File: src/rtl/lc3_decode_stage.sv
// lc3_decode_stage: decode stage of the LC3 pipeline.
// Captures the fetched instruction and its next-PC, decodes the opcode into
// execute, writeback and memory control words, and presents them registered
// to the execute stage one cycle later. Outputs hold while enable_decode is low.
module lc3_decode_stage #(
  parameter int unsigned      DW        = 16,
  parameter logic [DW-1:0]    RESET_NPC = '0
) (
  input  logic          clock,
  input  logic          reset,
  input  logic          enable_decode,
  input  logic [DW-1:0] instr_dout,
  input  logic [DW-1:0] npc_in,
  output logic [DW-1:0] IR,
  output logic [DW-1:0] npc_out,
  output logic [5:0]    E_Control,
  output logic [1:0]    W_Control,
  output logic          Mem_Control,
  output logic          decode_valid,
  output logic          illegal_op
);

  localparam logic [3:0] OP_BR  = 4'b0000;
  localparam logic [3:0] OP_ADD = 4'b0001;
  localparam logic [3:0] OP_LD  = 4'b0010;
  localparam logic [3:0] OP_ST  = 4'b0011;
  localparam logic [3:0] OP_AND = 4'b0101;
  localparam logic [3:0] OP_LDR = 4'b0110;
  localparam logic [3:0] OP_STR = 4'b0111;
  localparam logic [3:0] OP_NOT = 4'b1001;
  localparam logic [3:0] OP_LDI = 4'b1010;
  localparam logic [3:0] OP_STI = 4'b1011;
  localparam logic [3:0] OP_JMP = 4'b1100;
  localparam logic [3:0] OP_LEA = 4'b1110;

  logic [3:0]    opcode;

  logic [1:0]    alu_dec;
  logic [1:0]    pcs1_dec;
  logic          pcs2_dec;
  logic          op2_dec;
  logic [1:0]    wb_dec;
  logic          mem_dec;
  logic          illegal_dec;

  logic [DW-1:0] ir_d, ir_q;
  logic [DW-1:0] npc_d, npc_q;
  logic [5:0]    e_ctrl_d, e_ctrl_q;
  logic [1:0]    w_ctrl_d, w_ctrl_q;
  logic          mem_ctrl_d, mem_ctrl_q;
  logic          valid_d, valid_q;
  logic          illegal_d, illegal_q;

  assign opcode = instr_dout[DW-1 -: 4];

  // Decode the incoming opcode into individual control fields; anything unused stays 0.
  always_comb begin
    alu_dec     = 2'b00;
    pcs1_dec    = 2'b00;
    pcs2_dec    = 1'b0;
    op2_dec     = 1'b0;
    wb_dec      = 2'b00;
    mem_dec     = 1'b0;
    illegal_dec = 1'b0;
    case (opcode)
      OP_ADD: begin
        op2_dec = ~instr_dout[5];
      end
      OP_AND: begin
        alu_dec = 2'b01;
        op2_dec = ~instr_dout[5];
      end
      OP_NOT: begin
        alu_dec = 2'b10;
      end
      OP_BR, OP_ST: begin
        pcs1_dec = 2'b01;
        pcs2_dec = 1'b1;
      end
      OP_JMP: begin
        pcs1_dec = 2'b11;
      end
      OP_LD: begin
        pcs1_dec = 2'b01;
        pcs2_dec = 1'b1;
        wb_dec   = 2'b01;
      end
      OP_LDR: begin
        pcs1_dec = 2'b10;
        wb_dec   = 2'b01;
      end
      OP_LDI: begin
        pcs1_dec = 2'b01;
        pcs2_dec = 1'b1;
        wb_dec   = 2'b01;
        mem_dec  = 1'b1;
      end
      OP_LEA: begin
        pcs1_dec = 2'b01;
        pcs2_dec = 1'b1;
        wb_dec   = 2'b10;
      end
      OP_STR: begin
        pcs1_dec = 2'b10;
      end
      OP_STI: begin
        pcs1_dec = 2'b01;
        pcs2_dec = 1'b1;
        mem_dec  = 1'b1;
      end
      default: begin
        illegal_dec = 1'b1;
      end
    endcase
  end

  // Next-state: capture and decode on enable, otherwise hold outputs and drop the pulses.
  always_comb begin
    ir_d       = ir_q;
    npc_d      = npc_q;
    e_ctrl_d   = e_ctrl_q;
    w_ctrl_d   = w_ctrl_q;
    mem_ctrl_d = mem_ctrl_q;
    valid_d    = 1'b0;
    illegal_d  = 1'b0;
    if (enable_decode) begin
      ir_d       = instr_dout;
      npc_d      = npc_in;
      e_ctrl_d   = {alu_dec, pcs1_dec, pcs2_dec, op2_dec};
      w_ctrl_d   = wb_dec;
      mem_ctrl_d = mem_dec;
      valid_d    = 1'b1;
      illegal_d  = illegal_dec;
    end
  end

  // Pipeline register with synchronous reset taking priority over any capture.
  always_ff @(posedge clock) begin
    if (reset) begin
      ir_q       <= '0;
      npc_q      <= RESET_NPC;
      e_ctrl_q   <= 6'b000000;
      w_ctrl_q   <= 2'b00;
      mem_ctrl_q <= 1'b0;
      valid_q    <= 1'b0;
      illegal_q  <= 1'b0;
    end else begin
      ir_q       <= ir_d;
      npc_q      <= npc_d;
      e_ctrl_q   <= e_ctrl_d;
      w_ctrl_q   <= w_ctrl_d;
      mem_ctrl_q <= mem_ctrl_d;
      valid_q    <= valid_d;
      illegal_q  <= illegal_d;
    end
  end

  assign IR           = ir_q;
  assign npc_out      = npc_q;
  assign E_Control    = e_ctrl_q;
  assign W_Control    = w_ctrl_q;
  assign Mem_Control  = mem_ctrl_q;
  assign decode_valid = valid_q;
  assign illegal_op   = illegal_q;

endmodule

File: config.mk
export PLATFORM = sky130hd
export DESIGN_NAME = lc3_decode_stage
export DESIGN_NICKNAME = d
export VERILOG_FILES = /design/src/rtl/lc3_decode_stage.sv
export SDC_FILE = /design/constraint.sdc
export NUM_CORES = 1
export LEC_CHECK = 0
export ABC_AREA = 0
export CAP_MARGIN = 30
export CORE_MARGIN = 2
export CORE_UTILIZATION = 36
export CTS_BUF_LIST = sky130_fd_sc_hd__clkbuf_4 sky130_fd_sc_hd__clkbuf_8 sky130_fd_sc_hd__clkbuf_16
export CTS_CLUSTER_SIZE = 14
export DETAILED_ROUTE_END_ITERATION = 8
export PLACE_DENSITY_LB_ADDON = 0.05
export SLEW_MARGIN = 20
export SYNTH_ARGS = -nofsm -noshare
export SYNTH_HDL_FRONTEND = slang
export SYNTH_SLANG_ARGS = --single-unit
File: constraint.sdc
create_clock -name clock -period 1.1 [get_ports clock]
set_input_delay 0.22 -clock clock [delete_from_list [all_inputs] [get_ports clock]]
set_output_delay 0.22 -clock clock [all_outputs]
set_load 0.01 [all_outputs]
==> flow_summary.ini <==
[floorplanning]
rows = 24
die_w_um = 70.9
initial_utilization_pct = 37.3
pin_count = 78
coreArea_um2 = 4320
die-area_um2 = 5030
die-height_um = 70.9

[critical_path]
path_class = reg -> out
path_cells = clkdlybuf4s15_2
cpPeakStageDelay_ns = 0.33
crit_path_end_kind = output pin
critPathTopFamily = flip-flops
rr_startpoint = E_Control[2]
r2r-end = E_Control[2]
required_ns = 0.88
r2r_setup_slack_ns = 0.36
cp-start-kind = register
cp_slowest_cell = dfxtp_2
cp.depth = 1
crit_fanout = 2
worst-path-buf-inv = 1
critPathArrivalTime_ns = 0.84
reg2reg_depth = 3

[worst_hold_path]
min-delay-start = enable_decode
hold_end = IR[12]
hold_path_depth = 3
hold_class = in -> reg

[logic_synthesis]
synthFlopType = dfxtp_1
synth_cells = 159
yosys_warnings = 0
synth_area_leaders = dfxtp_1 (53%), mux2i_1 (20%), nor2_1 (8.2%)
syn_area_per_cell_um2 = 10.1
async_flop_share_pct = 0
syn_area_um2 = 1610
synth.top_cell.area_share_pct = 53.4
syn-num-nets = 194
ys_types = 25
yosysTopAreaCell = dfxtp_1
yosysSeqAreaShare_pct = 53.4
synth_edf_count = 0
yosys_register_bits = 43

[global_routing]
grt_pass1_vias = 1354
grt_pass1_wl_um = 6530
antenna_found_initial = 0
globalRouteOverflowTotal = 0
grt_max_degree = 24
track_usage_pct = 16.5

[drt]
routed-via-count = 1435
drt_iter0_markers = 50
ant_nets = 0
routedWlPerCell_um = 13.5
routed_via_density = 4.78
drt_wl_total_um = 4050
firstDrtPassIters = 4
remaining_drc_errors = 0

[pwr]
power.leakage_nw = 1.17
ir_worst_vdd_v = 0.000692
p_total_mw = 3.23
power_density_nw_per_um2 = 1290

[finish]
drive_gt1_share_pct = 35.9
post-route-util_pct = 58.0
fillers = 391
fin_nets = 283
insertedDiodeCount = 0
area_delta_synth_final_pct = 55.6

[sta]
hold_viol = 0
finClkSkew_ns = 0
fmax_mhz = 944
min_period_ns = 1.06
worst_pin_slew_ns = 0.251
setup_violations = 0
rsz0062_at_grt = no
maxSlewViolCount = 0
fin_crit_sh_pct = 96.3
slew_headroom_pct = 83.3

[clock_network]
cts_tree = yes
clkTransAtPathRegs_ns = 0.08
htree_levels = 2
cts_made_buffers = 5
clk_latency_ns = 0.28
cts_root_buf = clkbuf_8
cts.sink_count = 43
clockBufferDepth = 2

[placement]
place.gp.congestion = 0.818
dp_hpwl_um = 3040
io_buffers = 77

[outcome]
status = finished, final reports clean

[job]
cap_violations = 0
==> synthesized netlist by cell type (all sizes together) (2+ instances only) <==
library cell  instances
a21oi                 8
a311oi                2
buf                   7
clkbuf                6
dfxtp                43
mux2i                32
nand2                 5
nand2b                7
nand4b                2
nor2                 35
or4b                  2
==> kinds of logic after synthesis <==
group / after synthesis / share of synthesized area [%]
simple gates: 57 / 17.3
flops: 43 / 53.4
compound gates: 14 / 5.51
mux: 32 / 19.9
buf+inv: 13 / 3.88
==> layer usage <==
| layer | track usage (%) | wire length (µm) |
|---|---|---|
| met5 | 0 | 0 |
| met4 | 5.66 | 56 |
| met3 | 6.41 | 320 |
| met2 | 28.2 | 1990 |
| met1 | 18.7 | 1680 |
==> area by class of cell <==
type                            instances  area [µm²]  area share (%)
Multi-Input combinational cell        103         707            28.2
Sequential cell                        43         880            35.1
Tap cell                               52        65.1            2.59
Timing Repair Buffer                   95         768            30.6
Clock buffer                            6        82.6            3.29
Clock inverter                          1        5.00           0.200
==> report_power, final <==
part / leakage [nW] / total, mW / internal, mW / switching, mW
clock network: 0.0470 / 0.992 / 0.493 / 0.499
logic: 0.759 / 0.551 / 0.310 / 0.241
registers: 0.360 / 1.69 / 1.65 / 0.0413
total: 1.17 / 3.23 / 2.45 / 0.782
==> state kept, by name, indices dropped and copies added (netlist names) <==
name	count
IR	16
decode_valid	1
W_Control	2
npc_out	16
illegal_op	1
Mem_Control	1
E_Control	6
==> what timing repair did <==
| action | 4_1_cts | 5_1_grt |
|---|---|---|
| pin swaps | 2 | 1 |
| hold endpoints to repair | 0 | 0 |
| endpoints found under the setup margin | 50 | 46 |
| hold buffers | 0 | 0 |
| resized for setup | 111 | 52 |
| buffers inserted | 0 | 1 |
==> cells in the final DEF, fill, tap and decap left out, drive strengths merged, types with 4 or more instances in the layout <==
| master | netlist | routed |
|---|---|---|
| dfxtp | 43 | 43 |
| nor2 | 35 | 35 |
| mux2i | 32 | 32 |
| clkbuf | 6 | 32 |
| buf | 7 | 29 |
| clkdlybuf4s50 | 0 | 28 |
| a21oi | 8 | 8 |
| nand2b | 7 | 7 |
| clkdlybuf4s15 | 0 | 7 |
| nand2 | 5 | 5 |
| dlygate4sd2 | 0 | 4 |
==> how the worst max path moves through the flow <==
| stage | start | endpoint |
|---|---|---|
| after floorplan | instr_dout[15] | E_Control[4] |
| after global routing | npc_out[12] | npc_out[12] |
| after CTS | IR[13] | IR[13] |
| final | npc_out[11] | npc_out[11] |
| after detailed placement | instr_dout[12] | E_Control[5] |
| after global placement | instr_dout[12] | E_Control[4] |
==> worst register-to-register path, delay by kind of cell, from the launching register on <==
| family | cells | cell delay, ns |
|---|---|---|
| buffers and inverters | 1 | 0.10 |
| and+or+nand+nor | 1 | 0.03 |
| DFF | 1 | 0.34 |
| AOI/OAI and AO/OA | 1 | 0.18 |
==> through the flow <==
step	std cells	hold slack [ns]	setup TNS, ns	cell area (µm²)	worst slack [ns]
global placement	292	0.452	-4.58	2540	-0.396
finish	300	0.244	0	2510	0.0408
floorplan	159	0.367	0	1610	0.0332
global route	300	0.234	0	2510	0.000139
detailed placement	292	0.465	-5.58	2540	-0.472
CTS	299	0.228	0	2660	0.00142
(Power assumes the default switching activity.)
